`src/rtl/usr_pkg.sv`:
```
// Shared encodings for the universal shift register: mode selects and FSM states.
package usr_pkg;

  localparam int unsigned SEL_W = 3;

  localparam logic [SEL_W-1:0] USR_HOLD = 3'b000;
  localparam logic [SEL_W-1:0] USR_SHR  = 3'b001;
  localparam logic [SEL_W-1:0] USR_SHL  = 3'b010;
  localparam logic [SEL_W-1:0] USR_LOAD = 3'b011;
  localparam logic [SEL_W-1:0] USR_ROR  = 3'b100;
  localparam logic [SEL_W-1:0] USR_ROL  = 3'b101;
  localparam logic [SEL_W-1:0] USR_ASR  = 3'b110;
  localparam logic [SEL_W-1:0] USR_RSVD = 3'b111;

  typedef enum logic {
    IDLE = 1'b0,
    BUSY = 1'b1
  } usr_state_e;

  // True for the modes that a burst may repeat.
  function automatic logic is_shift_op(input logic [SEL_W-1:0] op);
    return (op == USR_SHR) || (op == USR_SHL) || (op == USR_ROR) ||
           (op == USR_ROL) || (op == USR_ASR);
  endfunction

endpackage

```
`src/rtl/usr_shift_unit.sv`:
```
// Combinational next-value generator shared by single-step and burst paths.
module usr_shift_unit
  import usr_pkg::*;
#(
  parameter int unsigned WIDTH = 8
) (
  input  logic [SEL_W-1:0] op_i,
  input  logic [WIDTH-1:0] cur_i,
  input  logic             left_in_i,
  input  logic             right_in_i,
  input  logic [WIDTH-1:0] parallel_i,
  output logic [WIDTH-1:0] next_c
);

  // Select the next register value for the requested mode.
  always_comb begin
    next_c = cur_i;
    case (op_i)
      USR_SHR:  next_c = {right_in_i, cur_i[WIDTH-1:1]};
      USR_SHL:  next_c = {cur_i[WIDTH-2:0], left_in_i};
      USR_LOAD: next_c = parallel_i;
      USR_ROR:  next_c = {cur_i[0], cur_i[WIDTH-1:1]};
      USR_ROL:  next_c = {cur_i[WIDTH-2:0], cur_i[WIDTH-1]};
      USR_ASR:  next_c = {cur_i[WIDTH-1], cur_i[WIDTH-1:1]};
      default:  next_c = cur_i;
    endcase
  end

endmodule

```
`src/rtl/universal_shift_register_n.sv`:
```
// Universal shift register with single-step modes and a counted burst mode.
module universal_shift_register_n
  import usr_pkg::*;
#(
  parameter  int unsigned WIDTH = 8,
  localparam int unsigned CNT_W = $clog2(WIDTH + 1)
) (
  input  logic             clk,
  input  logic             clr_n,
  input  logic             en,
  input  logic [SEL_W-1:0] sel,
  input  logic             left_in,
  input  logic             right_in,
  input  logic [WIDTH-1:0] parallel_in,
  input  logic             start,
  input  logic [CNT_W-1:0] shamt,
  output logic [WIDTH-1:0] out,
  output logic             sout_l,
  output logic             sout_r,
  output logic             busy,
  output logic             done
);

  usr_state_e       state_q, state_d;
  logic [SEL_W-1:0] op_q, op_d;
  logic [CNT_W-1:0] cnt_q, cnt_d;
  logic [WIDTH-1:0] data_q, data_d;
  logic             done_q, done_d;

  logic [SEL_W-1:0] unit_op;
  logic [WIDTH-1:0] unit_next;
  logic [CNT_W-1:0] shamt_clamped;

  // Burst steps replay the latched op; otherwise the live select drives the unit.
  assign unit_op       = (state_q == BUSY) ? op_q : sel;
  assign shamt_clamped = (shamt > CNT_W'(WIDTH)) ? CNT_W'(WIDTH) : shamt;

  usr_shift_unit #(.WIDTH(WIDTH)) u_shift (
    .op_i       (unit_op),
    .cur_i      (data_q),
    .left_in_i  (left_in),
    .right_in_i (right_in),
    .parallel_i (parallel_in),
    .next_c     (unit_next)
  );

  // State, counter, data and done registers.
  always_ff @(posedge clk or negedge clr_n) begin
    if (!clr_n) begin
      state_q <= IDLE;
      op_q    <= USR_HOLD;
      cnt_q   <= '0;
      data_q  <= '0;
      done_q  <= 1'b0;
    end else begin
      state_q <= state_d;
      op_q    <= op_d;
      cnt_q   <= cnt_d;
      data_q  <= data_d;
      done_q  <= done_d;
    end
  end

  // Next-state logic: enable freeze, burst step, start handling, single step.
  always_comb begin
    state_d = state_q;
    op_d    = op_q;
    cnt_d   = cnt_q;
    data_d  = data_q;
    done_d  = 1'b0;
    if (!en) begin
      done_d = 1'b0;
    end else if (state_q == BUSY) begin
      data_d = unit_next;
      cnt_d  = cnt_q - CNT_W'(1);
      if (cnt_q == CNT_W'(1)) begin
        state_d = IDLE;
        done_d  = 1'b1;
      end
    end else if (start) begin
      if (is_shift_op(sel)) begin
        op_d  = sel;
        cnt_d = shamt_clamped;
        if (shamt_clamped == '0) begin
          done_d = 1'b1;
        end else begin
          state_d = BUSY;
        end
      end else if (sel == USR_LOAD) begin
        data_d = unit_next;
        done_d = 1'b1;
      end else begin
        done_d = 1'b1;
      end
    end else begin
      data_d = unit_next;
    end
  end

  assign out    = data_q;
  assign sout_l = data_q[WIDTH-1];
  assign sout_r = data_q[0];
  assign busy   = (state_q == BUSY);
  assign done   = done_q;

endmodule
```
`config.mk`:
```
export PLATFORM = sky130hd
export DESIGN_NAME = universal_shift_register_n
export DESIGN_NICKNAME = d
export VERILOG_FILES = /design/src/rtl/usr_pkg.sv /design/src/rtl/usr_shift_unit.sv /design/src/rtl/universal_shift_register_n.sv
export SDC_FILE = /design/constraint.sdc
export NUM_CORES = 1
export LEC_CHECK = 0
export CAP_MARGIN = 20
export CORE_AREA = 8 8 68 58
export DETAILED_ROUTE_END_ITERATION = 12
export DIE_AREA = 0 0 76 66
export PLACE_DENSITY_LB_ADDON = 0.3
export SYNTH_ARGS = -nofsm -noshare
export SYNTH_HDL_FRONTEND = slang
export SYNTH_HIERARCHICAL = 1
export SYNTH_SLANG_ARGS = --single-unit
```
`constraint.sdc`:
```
create_clock -name clk -period 3.8 [get_ports clk]
set_input_delay 1.14 -clock clk [delete_from_list [all_inputs] [get_ports clk]]
set_output_delay 1.14 -clock clk [all_outputs]
set_load 0.01 [all_outputs]
```
==> flow_metrics.py <==
metrics = {
    "status": {
        "status": "finished clean",
    },
    "timing": {
        "maxSlewHeadroom": 0.476,
        "report.final.slew_viol_count": 0,
        "whs_ns": 0.528,
        "fin_tns_setup_ns": 0,
        "max_freq_mhz": 322,
        "setup_ws_ns": 0.695,
        "final.min_clock_period_ns": 3.10,
        "setup_viol_count_final": 0,
        "rsz0062_at_grt": "false",
        "tightest_slew_ns": 0.783,
        "fin_skew_ns": 0.00606,
        "fin_crit_sh": 0.817,
        "hold_violations": 0,
    },
    "clock_tree": {
        "ctsResizeCount": 0,
        "cts.path.max_buffers": 2,
        "cts_tree": "built",
        "cts_buffers": 3,
        "path_clk_slew_ns": 0.10,
        "htreeDepth": 1,
        "root_buffer": "clkbuf_4",
        "cts_hold_buf": 0,
        "cts_setup_buffers": 0,
        "clkSinkCount": 17,
        "insertion_delay_ns": 0.29,
    },
    "power": {
        "power_density_nw_per_um2": 809,
        "clkPwrFrac": 0.068,
        "p_sw_frac": 0.442,
        "comb_power_share": 0.658,
        "peakVddDrop_uv": 631,
        "p_seq_frac": 0.274,
        "p_leak_nw": 0.729,
        "p_sw_mw": 0.637,
        "p_int_mw": 0.805,
    },
    "synthesis": {
        "ys_seq_elements": 17,
        "syn-cell-area_um2": 1470,
        "syn_area_per_cell_um2": 9.27,
        "synth.distinct_cells": 47,
        "ys_seq_area_frac": 0.289,
        "yosys-top-cells-area": "dfrtp_1, mux2_2, mux2i_1",
        "synth_ff_type": "dfrtp_1",
        "ys_async_sr_fraction": 1.00,
        "synth_top_cell_by_area": "dfrtp_1",
        "synth_warnings": 6,
        "synthCells": 159,
        "syn-num-nets": 182,
        "synth_edf_count": 0,
        "netlist.area_leader.share": 0.289,
    },
    "setup_path": {
        "path_max_fanout": 39,
        "cp-end-kind": "flip-flop",
        "worstSetupStartpointType": "primary input",
        "worstPathArrival_ns": 3.29,
        "crit_type": "in2reg",
        "worstPathRequired_ns": 3.99,
        "startpoint": "sel[0]",
        "r2r_start": "busy$_DFFE_PN0P_",
    },
    "routing": {
        "dr.first_iter.drc_count": 141,
        "drc": 0,
        "firstDrtPassIters": 4,
        "vias": 1312,
        "wl_mm": 3.52,
        "drt-vias-per-instance": 5.88,
        "wl_per_cell_um": 15.8,
        "antenna_left": 0,
    },
    "floorplanning": {
        "die_x_um": 76,
        "core-area_um2": 2910,
        "die_h_um": 66,
        "num_io_pins": 33,
        "initial_core_util": 0.507,
        "core.rowCount": 18,
        "dieArea_um2": 5020,
    },
    "layout": {
        "fin_nets": 207,
        "final_common_cell": "clkdlybuf4s50_1",
        "antenna_cells": 0,
        "nFillCells": 250,
        "ff_latch_area_um2": 425,
        "areaGrowthSynthToFinish_pct": 21.0,
        "multi_input_area_um2": 920,
        "layout_common_cells": "clkdlybuf4s50_1, dfrtp_1, mux2_2, inv_1, o21ai_0",
        "drive_gt1_frac": 0.153,
    },
    "global_routing": {
        "globalRoute.totalOverflow": 0,
        "grt_pass1_vias": 1237,
        "grt_max_degree": 40,
        "grt_pass1_wl_mm": 5.80,
        "grt_use_total": 0.137,
        "grt_antenna_before_repair": 0,
    },
    "hold_path": {
        "min_path_type": "reg2reg",
        "min_from": "op_q[2]$_DFFE_PN0P_",
    },
    "place": {
        "place_ws_ns": 0.399,
        "dp_hpwl_mm": 2.60,
        "routabilityCongestion": 0.864,
        "port-buffer-count": 32,
    },
    "run": {
        "drv_cap": 0,
    },
}
==> registers in the layout, summed over array words and instances (netlist names) <==
name and count:
out 8, cnt_q 4, op_q 3, busy 1, done 1
==> final timing paths <==
check	slack, ns	cells past startpoint	to
worst max-delay path	0.70	6	out[7]$_DFFE_PN0P_
max in group asynchronous	2.02	1	out[4]$_DFFE_PN0P_
worst max register to register	1.43	5	out[7]$_DFFE_PN0P_
worst min register to register	0.53	1	op_q[2]$_DFFE_PN0P_
worst min-delay path	0.53	1	op_q[2]$_DFFE_PN0P_
min in group asynchronous	1.29	1	cnt_q[0]$_DFFE_PN0P_
==> kinds of logic (layout without fill, tap and decap cells) <==
logic type               Yosys count  after routing  synth area share
multiplexers                      24             24             0.176
AND/OR/NAND/NOR                   46             46             0.209
flip-flops                        17             17             0.289
AO/OA/AOI/OAI                     47             47             0.222
adder cells (fa/ha/maj)            2              2            0.0170
buffers and inverters             23             47            0.0874
==> cell type report <==
cell class | count | area share
clock buffer | 4 | 0.0147
inverter | 11 | 0.0232
multi-input combinational | 119 | 0.516
sequential | 17 | 0.239
tap | 40 | 0.0281
timing repair buffer | 32 | 0.180
==> synthesized netlist by cell type (all sizes together), types with 2 or more instances <==
cell type,count
a21oi,9
a221o,3
a221oi,2
a31oi,5
and3b,4
buf,10
clkbuf,2
dfrtp,17
ha,2
inv,11
mux2,15
mux2i,9
nand2,3
nand2b,4
nand3,2
nor2,8
nor2b,5
nor3,7
nor3b,4
nor4,2
o211a,2
o21ai,15
o221a,3
or3,2
==> worst max-delay path: stages <==
cell	delay, ns
clkdlybuf4s50_1	0.54
mux2_2	0.66
mux2i_1	0.26
o21ai_1	0.08
a221o_1	0.35
mux2_2	0.26
==> power groups by stage <==
stage          clock (mW)  combinational [mW]  sequential [mW]
3_3_place_gp            0               0.910            0.388
5_1_grt             0.111                1.03            0.417
3_5_place_dp            0               0.942            0.397
4_1_cts             0.103               0.945            0.395
2_1_floorplan           0               0.758            0.379
6_report           0.0986               0.949            0.395
==> metrics by stage <==
stage | cell area [um^2] | power (mW) | instances | util
2_1_floorplan | 1470 | 1.14 | 159 | -
6_report | 1780 | 1.44 | 223 | 0.614
3_5_place_dp | 1760 | 1.34 | 219 | 0.605
3_3_place_gp | 1760 | 1.30 | 219 | 0.605
4_1_cts | 1780 | 1.44 | 223 | 0.614
5_1_grt | 1780 | 1.56 | 223 | 0.614
==> routing by layer <==
metal / up-vias / track usage / wire [um]
li1: 645 / - / -
met5: - / 0 / 0
met3: 4 / 0.0476 / 238
met2: 40 / 0.227 / 1660
met1: 623 / 0.164 / 1600
met4: 0 / 0.0439 / 26
No activity file was read; power rests on OpenSTA's default activity.
